### config.mk
export PLATFORM = sky130hd
export DESIGN_NAME = instr_encoder_loader
export DESIGN_NICKNAME = d
export VERILOG_FILES = /design/src/rtl/instr_encoder_loader.sv
export SDC_FILE = /design/constraint.sdc
export NUM_CORES = 1
export LEC_CHECK = 0
export ABC_AREA = 1
export BUFFER_PORTS_ARGS = -buffer_cell sky130_fd_sc_hd__buf_2
export CAP_MARGIN = 20
export CORE_MARGIN = 1
export CORE_UTILIZATION = 50
export CTS_BUF_LIST = sky130_fd_sc_hd__clkbuf_16
export DETAILED_ROUTE_END_ITERATION = 8
export PLACE_DENSITY = 0.92
export SLEW_MARGIN = 20
export SYNTH_ARGS = -nofsm -noshare
export SYNTH_HDL_FRONTEND = slang
export SYNTH_SLANG_ARGS = --single-unit
export TNS_END_PERCENT = 10
### constraint.sdc
create_clock -name clk -period 2.5 [get_ports clk]
set_input_delay 0.125 -clock clk [delete_from_list [all_inputs] [get_ports clk]]
set_output_delay 0.125 -clock clk [all_outputs]
set_load 0.1 [all_outputs]
### src/rtl/instr_encoder_loader.sv
// Encodes RV32I field bundles (R, I-ALU, LOAD, STORE, BRANCH) and writes them sequentially
// into instruction memory; one bundle per cycle, write lands the cycle after acceptance.
module instr_encoder_loader #(
  parameter int ADDR_WIDTH = 8,
  parameter int BASE_ADDR  = 0
) (
  input  logic                  clk,
  input  logic                  rst,
  input  logic                  start,
  input  logic                  in_valid,
  output logic                  in_ready,
  input  logic                  in_last,
  input  logic [2:0]            in_class,
  input  logic [2:0]            in_funct3,
  input  logic [6:0]            in_funct7,
  input  logic [4:0]            in_rd,
  input  logic [4:0]            in_rs1,
  input  logic [4:0]            in_rs2,
  input  logic [12:0]           in_imm,
  output logic                  imem_we,
  output logic [ADDR_WIDTH-1:0] imem_addr,
  output logic [31:0]           imem_wdata,
  output logic                  busy,
  output logic                  done,
  output logic [ADDR_WIDTH:0]   count,
  output logic                  err_illegal,
  output logic                  err_align,
  output logic                  err_overflow
);

  localparam logic [ADDR_WIDTH:0]   DEPTH     = {1'b1, {ADDR_WIDTH{1'b0}}};
  localparam logic [ADDR_WIDTH:0]   LAST_SLOT = {1'b0, {ADDR_WIDTH{1'b1}}};
  localparam logic [ADDR_WIDTH:0]   ONE       = (ADDR_WIDTH+1)'(1);
  localparam logic [ADDR_WIDTH-1:0] BASE      = ADDR_WIDTH'(BASE_ADDR);

  typedef enum logic [2:0] {IDLE, LOAD, DRAIN, FIN, FULL} state_t;

  state_t              state, state_nxt;
  logic [ADDR_WIDTH:0] issued;
  logic                accept;
  logic                legal;
  logic [31:0]         enc;

  always_comb begin
    enc   = '0;
    legal = 1'b1;
    case (in_class)
      3'd0:    enc = {in_funct7, in_rs2, in_rs1, in_funct3, in_rd, 7'b0110011};
      3'd1:    enc = {in_imm[11:0], in_rs1, in_funct3, in_rd, 7'b0010011};
      3'd2:    enc = {in_imm[11:0], in_rs1, in_funct3, in_rd, 7'b0000011};
      3'd3:    enc = {in_imm[11:5], in_rs2, in_rs1, in_funct3, in_imm[4:0], 7'b0100011};
      3'd4:    enc = {in_imm[12], in_imm[10:5], in_rs2, in_rs1, in_funct3,
                      in_imm[4:1], in_imm[11], 7'b1100011};
      default: legal = 1'b0;
    endcase
  end

  assign accept = in_valid && in_ready;
  assign busy   = (state != IDLE);

  always_comb begin
    state_nxt = state;
    in_ready  = 1'b0;
    done      = 1'b0;
    case (state)
      IDLE: if (start) state_nxt = LOAD;
      LOAD: begin
        // issued runs one ahead of count while a write is in flight
        in_ready = (issued < DEPTH);
        if (accept) begin
          if (in_last)                           state_nxt = DRAIN;
          else if (legal && issued == LAST_SLOT) state_nxt = FULL;
        end
      end
      DRAIN:   state_nxt = FIN;
      FIN: begin
        done      = 1'b1;
        state_nxt = IDLE;
      end
      FULL:    state_nxt = FULL;
      default: state_nxt = IDLE;
    endcase
  end

  always_ff @(posedge clk) begin
    if (rst) state <= IDLE;
    else     state <= state_nxt;
  end

  always_ff @(posedge clk) begin
    if (rst) begin
      issued       <= '0;
      count        <= '0;
      imem_we      <= 1'b0;
      imem_addr    <= '0;
      imem_wdata   <= '0;
      err_illegal  <= 1'b0;
      err_align    <= 1'b0;
      err_overflow <= 1'b0;
    end else begin
      imem_we <= 1'b0;
      if (imem_we) count <= count + ONE;
      if (state == IDLE && start) begin
        issued       <= '0;
        count        <= '0;
        err_illegal  <= 1'b0;
        err_align    <= 1'b0;
        err_overflow <= 1'b0;
      end
      if (accept) begin
        if (legal) begin
          imem_we    <= 1'b1;
          imem_addr  <= BASE + issued[ADDR_WIDTH-1:0];
          imem_wdata <= enc;
          issued     <= issued + ONE;
          if (in_class == 3'd4 && in_imm[0]) err_align <= 1'b1;
        end else begin
          err_illegal <= 1'b1;
        end
      end
      if (state_nxt == FULL) err_overflow <= 1'b1;
    end
  end

endmodule

**Word-level counts from Yosys, hierarchy flattened**

Cells that the tools add are included.

- Register bits: 65
- Latch bits: 0
- Bits in writable memories: 0
- ROM bits: 0
- Bits of input ports: 46
- Output and inout port bits: 56
- Word-level logic and storage cells: 57
- Memories: 0

- Add/subtract/negate cells: 2
- Multipliers: 0
- Div/mod/pow operators: 0
- Magnitude comparators: 1
- Eq/ne operators: 10
- Shifts and indexed selects: 0
- Multiplexer cells: 22
- Bitwise gates (word level): 1
- Reductions and logical operators: 12

Operators by type and width:

| kind | number |
|---|---|
| $pmux 32 s5 | 1 |
| $mux 9 | 3 |
| $add 9x1->9 const B | 2 |
| $mux 1 | 13 |
| $eq 3x2->1 const B | 4 |
| $mux 3 | 4 |
| $pmux 3 s4 | 1 |
| $eq 3x3->1 const B | 3 |
| $eq 9x8->1 const B | 1 |
| $lt 9x9->1 const B | 1 |
| $eq 3x1->1 const B | 2 |
| $logic_not 3->1 | 2 |
| $reduce_or 5->1 | 1 |
| $logic_and 1x1->1 | 4 |
| $reduce_or 2->1 | 2 |
| $reduce_bool 3->1 | 1 |
| $reduce_and 2->1 | 1 |
| $reduce_bool 2->1 | 1 |
| $not 1->1 | 1 |

**Longest topological paths before layout**

- Depth in word-level cells: 10
- Depth in mapped cells: 14
- Gate-level depth less buffers: 14

**Worst setup path after synthesis**

No wires, ideal clock.

- Path type: flip-flop to flip-flop
- From: register count[0]
- To: register count[4]
- Setup time: 0.116 ns
- Arrival time: 1.840 ns
- Required time: 2.384 ns
- Setup slack: 0.544 ns
- Cell stages (with the launch flop): 6
- Buffers on the path: 0
- Period minus slack after synthesis: 1.956 ns
- Cell sequence: dfxtp_1 ha_1 and3_1 and2_1 a21oi_1 o21a_1

- Longest elaborated chain between the ends: 1

Ends and longest elaborated chain:

| item | RTL line | text |
|---|---|---|
| start, declared | 25 | `output logic [ADDR_WIDTH:0] count,` |
| start signal, assigned | 102 | `if (imem_we) count <= count + ONE;` |
| $add 9x1->9 | 102 |  |

Every way passes these cells.
A chain may end at the register's enable or synchronous reset.

**Final worst setup path**

- From: register issued[1]
- To: register err_overflow

- Longest elaborated chain between the ends: 8
- Elaborated cells on any way between the ends: 12
- Classes of those cells: 1 x order compare; 2 x eq/ne; 6 x mux; 3 x reduce/logical

Ends and longest elaborated chain:

| item | RTL line | text |
|---|---|---|
| start, declared | 39 | `logic [ADDR_WIDTH:0] issued;` |
| start signal, assigned | 115 | `issued <= issued + ONE;` |
| branches (longest 4 deep; another with $lt 9x9->1) | -- |  |
| $mux 3 (*) | 70 | `if (accept) begin` |
| $pmux 3 s4 (*) | 65 | `case (state)` |
| $eq 3x3->1 (*) | 121 | `if (state_nxt == FULL) err_overflow <= 1'b1;` |
| $mux 1 / $reduce_bool 2->1 (equally long branches) | -- |  |
| end signal, assigned | 99 | `err_overflow <= 1'b0;` |
| end signal, assigned | 108 | `err_overflow <= 1'b0;` |
| end signal, assigned | 121 |  |
| end, declared | 28 | `output logic err_overflow` |

Mark *: on every way between the ends.

==> flow_metrics.py <==
metrics = {
    "sta": {
        "hold_violations": 0,
        "fin_crit_sh_pct": 73.8,
        "period_needed_ns": 1.85,
        "skew_ns": 0.00442,
        "setup_viol": 0,
        "worst_slack_ns": 0.654,
        "setup_tns_ns": 0,
        "slew_violations": 0,
        "fmax_mhz": 542,
        "tightest_slew_ns": 0.542,
        "rsz0062_at_grt": "no",
        "max-slew-margin-rel_pct": 63.6,
    },
    "logic_synthesis": {
        "syn_area_um2": 2720,
        "synth_edf_count": 0,
        "yosysWarningCount": 0,
        "ys_ff_latch": 62,
        "synth.area.top_cells": "dfxtp_1 46%, nand2_1 11%, nor2_1 10%",
        "yosysTopAreaCell": "dfxtp_1",
        "ys_types": 34,
        "async_flop_share_pct": 0,
        "synthFlopType": "dfxtp_1",
        "netlist_instances": 376,
        "yosysSeqAreaShare_pct": 45.7,
        "yosysTopAreaCellShare_pct": 45.7,
        "synth_area_per_cell_um2": 7.22,
    },
    "global_routing": {
        "grt.total_usage_pct": 25.8,
        "grt_pass1_vias": 2627,
        "grt_max_degree": 36,
        "antenna_found_initial": 0,
        "grt_overflow": 0,
        "grt_pass1_wl_um": 11200,
    },
    "worst_setup_path": {
        "timing_worst_setup_path_type": "reg2reg",
        "worstPathArrival_ns": 2.11,
        "crit_family": "simple AND/OR/NAND/NOR gates",
        "max_stage_delay_ns": 0.38,
        "startpoint": "issued[1]$_SDFF_PP0_",
        "slowest_stage": "dfxtp_1",
        "critPathRequiredTime_ns": 2.76,
        "worstSetupStartpointType": "flop",
        "r2r-start": "issued[1]$_SDFF_PP0_",
        "cp_num_buf_inv": 2,
        "path_common_cell": "nand2_1",
        "critPathCaptureType": "flop",
        "critPathMaxFanout": 4,
        "path_cells": "ha_1 > nand3_1 > inv_1 > nand3_1 > nor3_1 > ha_1 > inv_1 > nor2_1 > nand2_1 > nand2_1 > nand2_1 > nand2_1 > nand2_1 > nand2_1",
    },
    "layout": {
        "nets": 522,
        "multiInputGateArea_um2": 1270,
        "drive_above_1_share_pct": 25.9,
        "fillers": 460,
        "stdcell_count": 548,
        "layout_commonest_cell": "buf_2",
        "antenna_cells": 0,
        "register_area_um2": 1240,
        "final_cell_mix": "99 x buf_2, 83 x nand2_1, 75 x nor2_1",
        "area_growth_syn_to_layout_pct": 28.0,
    },
    "placement": {
        "numPortBuffers": 99,
        "routabilityCongestion": 0.886,
        "dp_hpwl_um": 4740,
        "post-place-cells": 532,
        "pre_cts_slack_ns": 0.709,
    },
    "drt": {
        "drtPass1Iterations": 4,
        "drt_iter0_markers": 159,
        "vias": 2800,
        "avgRoutedWirePerCell_um": 12.2,
        "ant_nets": 0,
        "routed_wl_um": 6710,
        "drc": 0,
        "via_per_inst": 5.11,
    },
    "clock_network": {
        "post_cts_resized": 0,
        "postCtsSetupRepairBufs": 0,
        "cts_made_buffers": 9,
        "clock_path_buffers": 2,
        "postCtsHoldBufs": 0,
        "cts_tree": "yes",
        "cts_root_buffer": "clkbuf_16",
        "htree_levels": 3,
        "insertion_delay_ns": 0.32,
        "clk_pin_slew_ns": 0.05,
        "cts.sinks": 62,
    },
    "power": {
        "p_leak_nw": 1.73,
        "max-vdd-ir-drop_mv": 0.466,
        "power_density_nw_per_um2": 731,
        "total_power_w": 0.00254,
    },
    "worst_hold_path": {
        "min_from": "in_rs1[2]",
        "min_path_type": "in2reg",
    },
    "floorplanning": {
        "dieArea_um2": 5730,
        "core-area_um2": 5170,
        "die_height_um": 75.7,
        "fp-row-count": 26,
        "io-pin-count": 102,
        "start_util_pct": 52.5,
        "fp.dieW_um": 75.7,
    },
    "run": {
        "drv_cap": 0,
    },
    "outcome": {
        "outcome": "finished clean",
    },
}
kinds of logic after synthesis:
| logic type | synth area share (%) |
|---|---|
| AO/OA/AOI/OAI | 13.8 |
| other | 0.138 |
| AND/OR/NAND/NOR | 30.6 |
| adder cells (fa/ha/maj) | 1.38 |
| XOR/XNOR | 0.645 |
| flip-flops | 45.7 |
| buffers and inverters | 7.65 |
where the power goes:
part | switching (W) | leakage [nW] | total [W] | internal (W)
Sequential | 0.0000189 | 0.502 | 0.00104 | 0.00102
Clock | 0.000390 | 0.137 | 0.00103 | 0.000643
Combinational | 0.000372 | 1.09 | 0.000467 | 0.0000947
Total | 0.000781 | 1.73 | 0.00254 | 0.00176
through the flow:
step / hold slack (ns) / instance area (um2) / utilization [%]
floorplan: 0.256 / 2720 / -
global placement: 0.378 / 3220 / 62.3
detailed placement: 0.385 / 3220 / 62.3
CTS: 0.0578 / 3480 / 67.2
global route: 0.0723 / 3480 / 67.2
finish: 0.0561 / 3480 / 67.2
cells in the mapped netlist (2+ instances only):
cell	instances
a22o_1	4
a31oi_1	3
nor2_1	75
ha_1	3
o21ai_0	30
nand2_1	83
inv_1	25
o21a_1	3
o21ai_1	5
nand3_1	14
buf_2	5
buf_4	6
and3_1	2
a21oi_1	22
clkbuf_1	5
dfxtp_1	62
nor2_2	4
inv_2	2
nor3_1	8
flip-flops by register name, summed over array words and instances, names as in the netlist:
| name | cells |
|---|---|
| count | 9 |
| err_align | 1 |
| err_illegal | 1 |
| err_overflow | 1 |
| imem_addr | 8 |
| imem_wdata | 29 |
| imem_we | 1 |
| issued | 9 |
| state | 3 |
final timing paths:
check / depth (start not counted) / end / slack [ns]
max: 14 / err_overflow$_SDFFE_PP0P_ / 0.65
min: 3 / imem_wdata[17]$_SDFFE_PP0P_ / 0.06
max reg2reg: 14 / err_overflow$_SDFFE_PP0P_ / 0.65
min reg2reg: 2 / imem_addr[7]$_SDFFE_PP0P_ / 0.46
area by class of cell:
| type | count | share of cell area, % |
|---|---|---|
| multi-input combinational | 270 | 36.5 |
| sequential | 62 | 35.7 |
| timing repair buffer | 102 | 14.9 |
| clock buffer | 9 | 6.48 |
| inverter | 28 | 3.10 |
| tap | 70 | 2.52 |
| clock inverter | 7 | 0.756 |
worst register-to-register path, stage by stage (launching register included):
cell and delay (ns):
dfxtp_1 0.38, ha_1 0.23, nand3_1 0.12, inv_1 0.09, nand3_1 0.10, nor3_1 0.17, ha_1 0.18, inv_1 0.04
nor2_1 0.09, nand2_1 0.08, nand2_1 0.07, nand2_1 0.05, nand2_1 0.07, nand2_1 0.07, nand2_1 0.07
per-layer routing:
| layer | vias up | global-route usage (%) | share of wire [%] |
|---|---|---|---|
| li1 | 1399 | - | - |
| met3 | 14 | 6.61 | 5.9 |
| met1 | 1287 | 29.9 | 42 |
| met4 | 0 | 10.7 | 1.9 |
| met5 | - | 0 | 0 |
| met2 | 100 | 45.4 | 50 |
(Power assumes the default switching activity.)
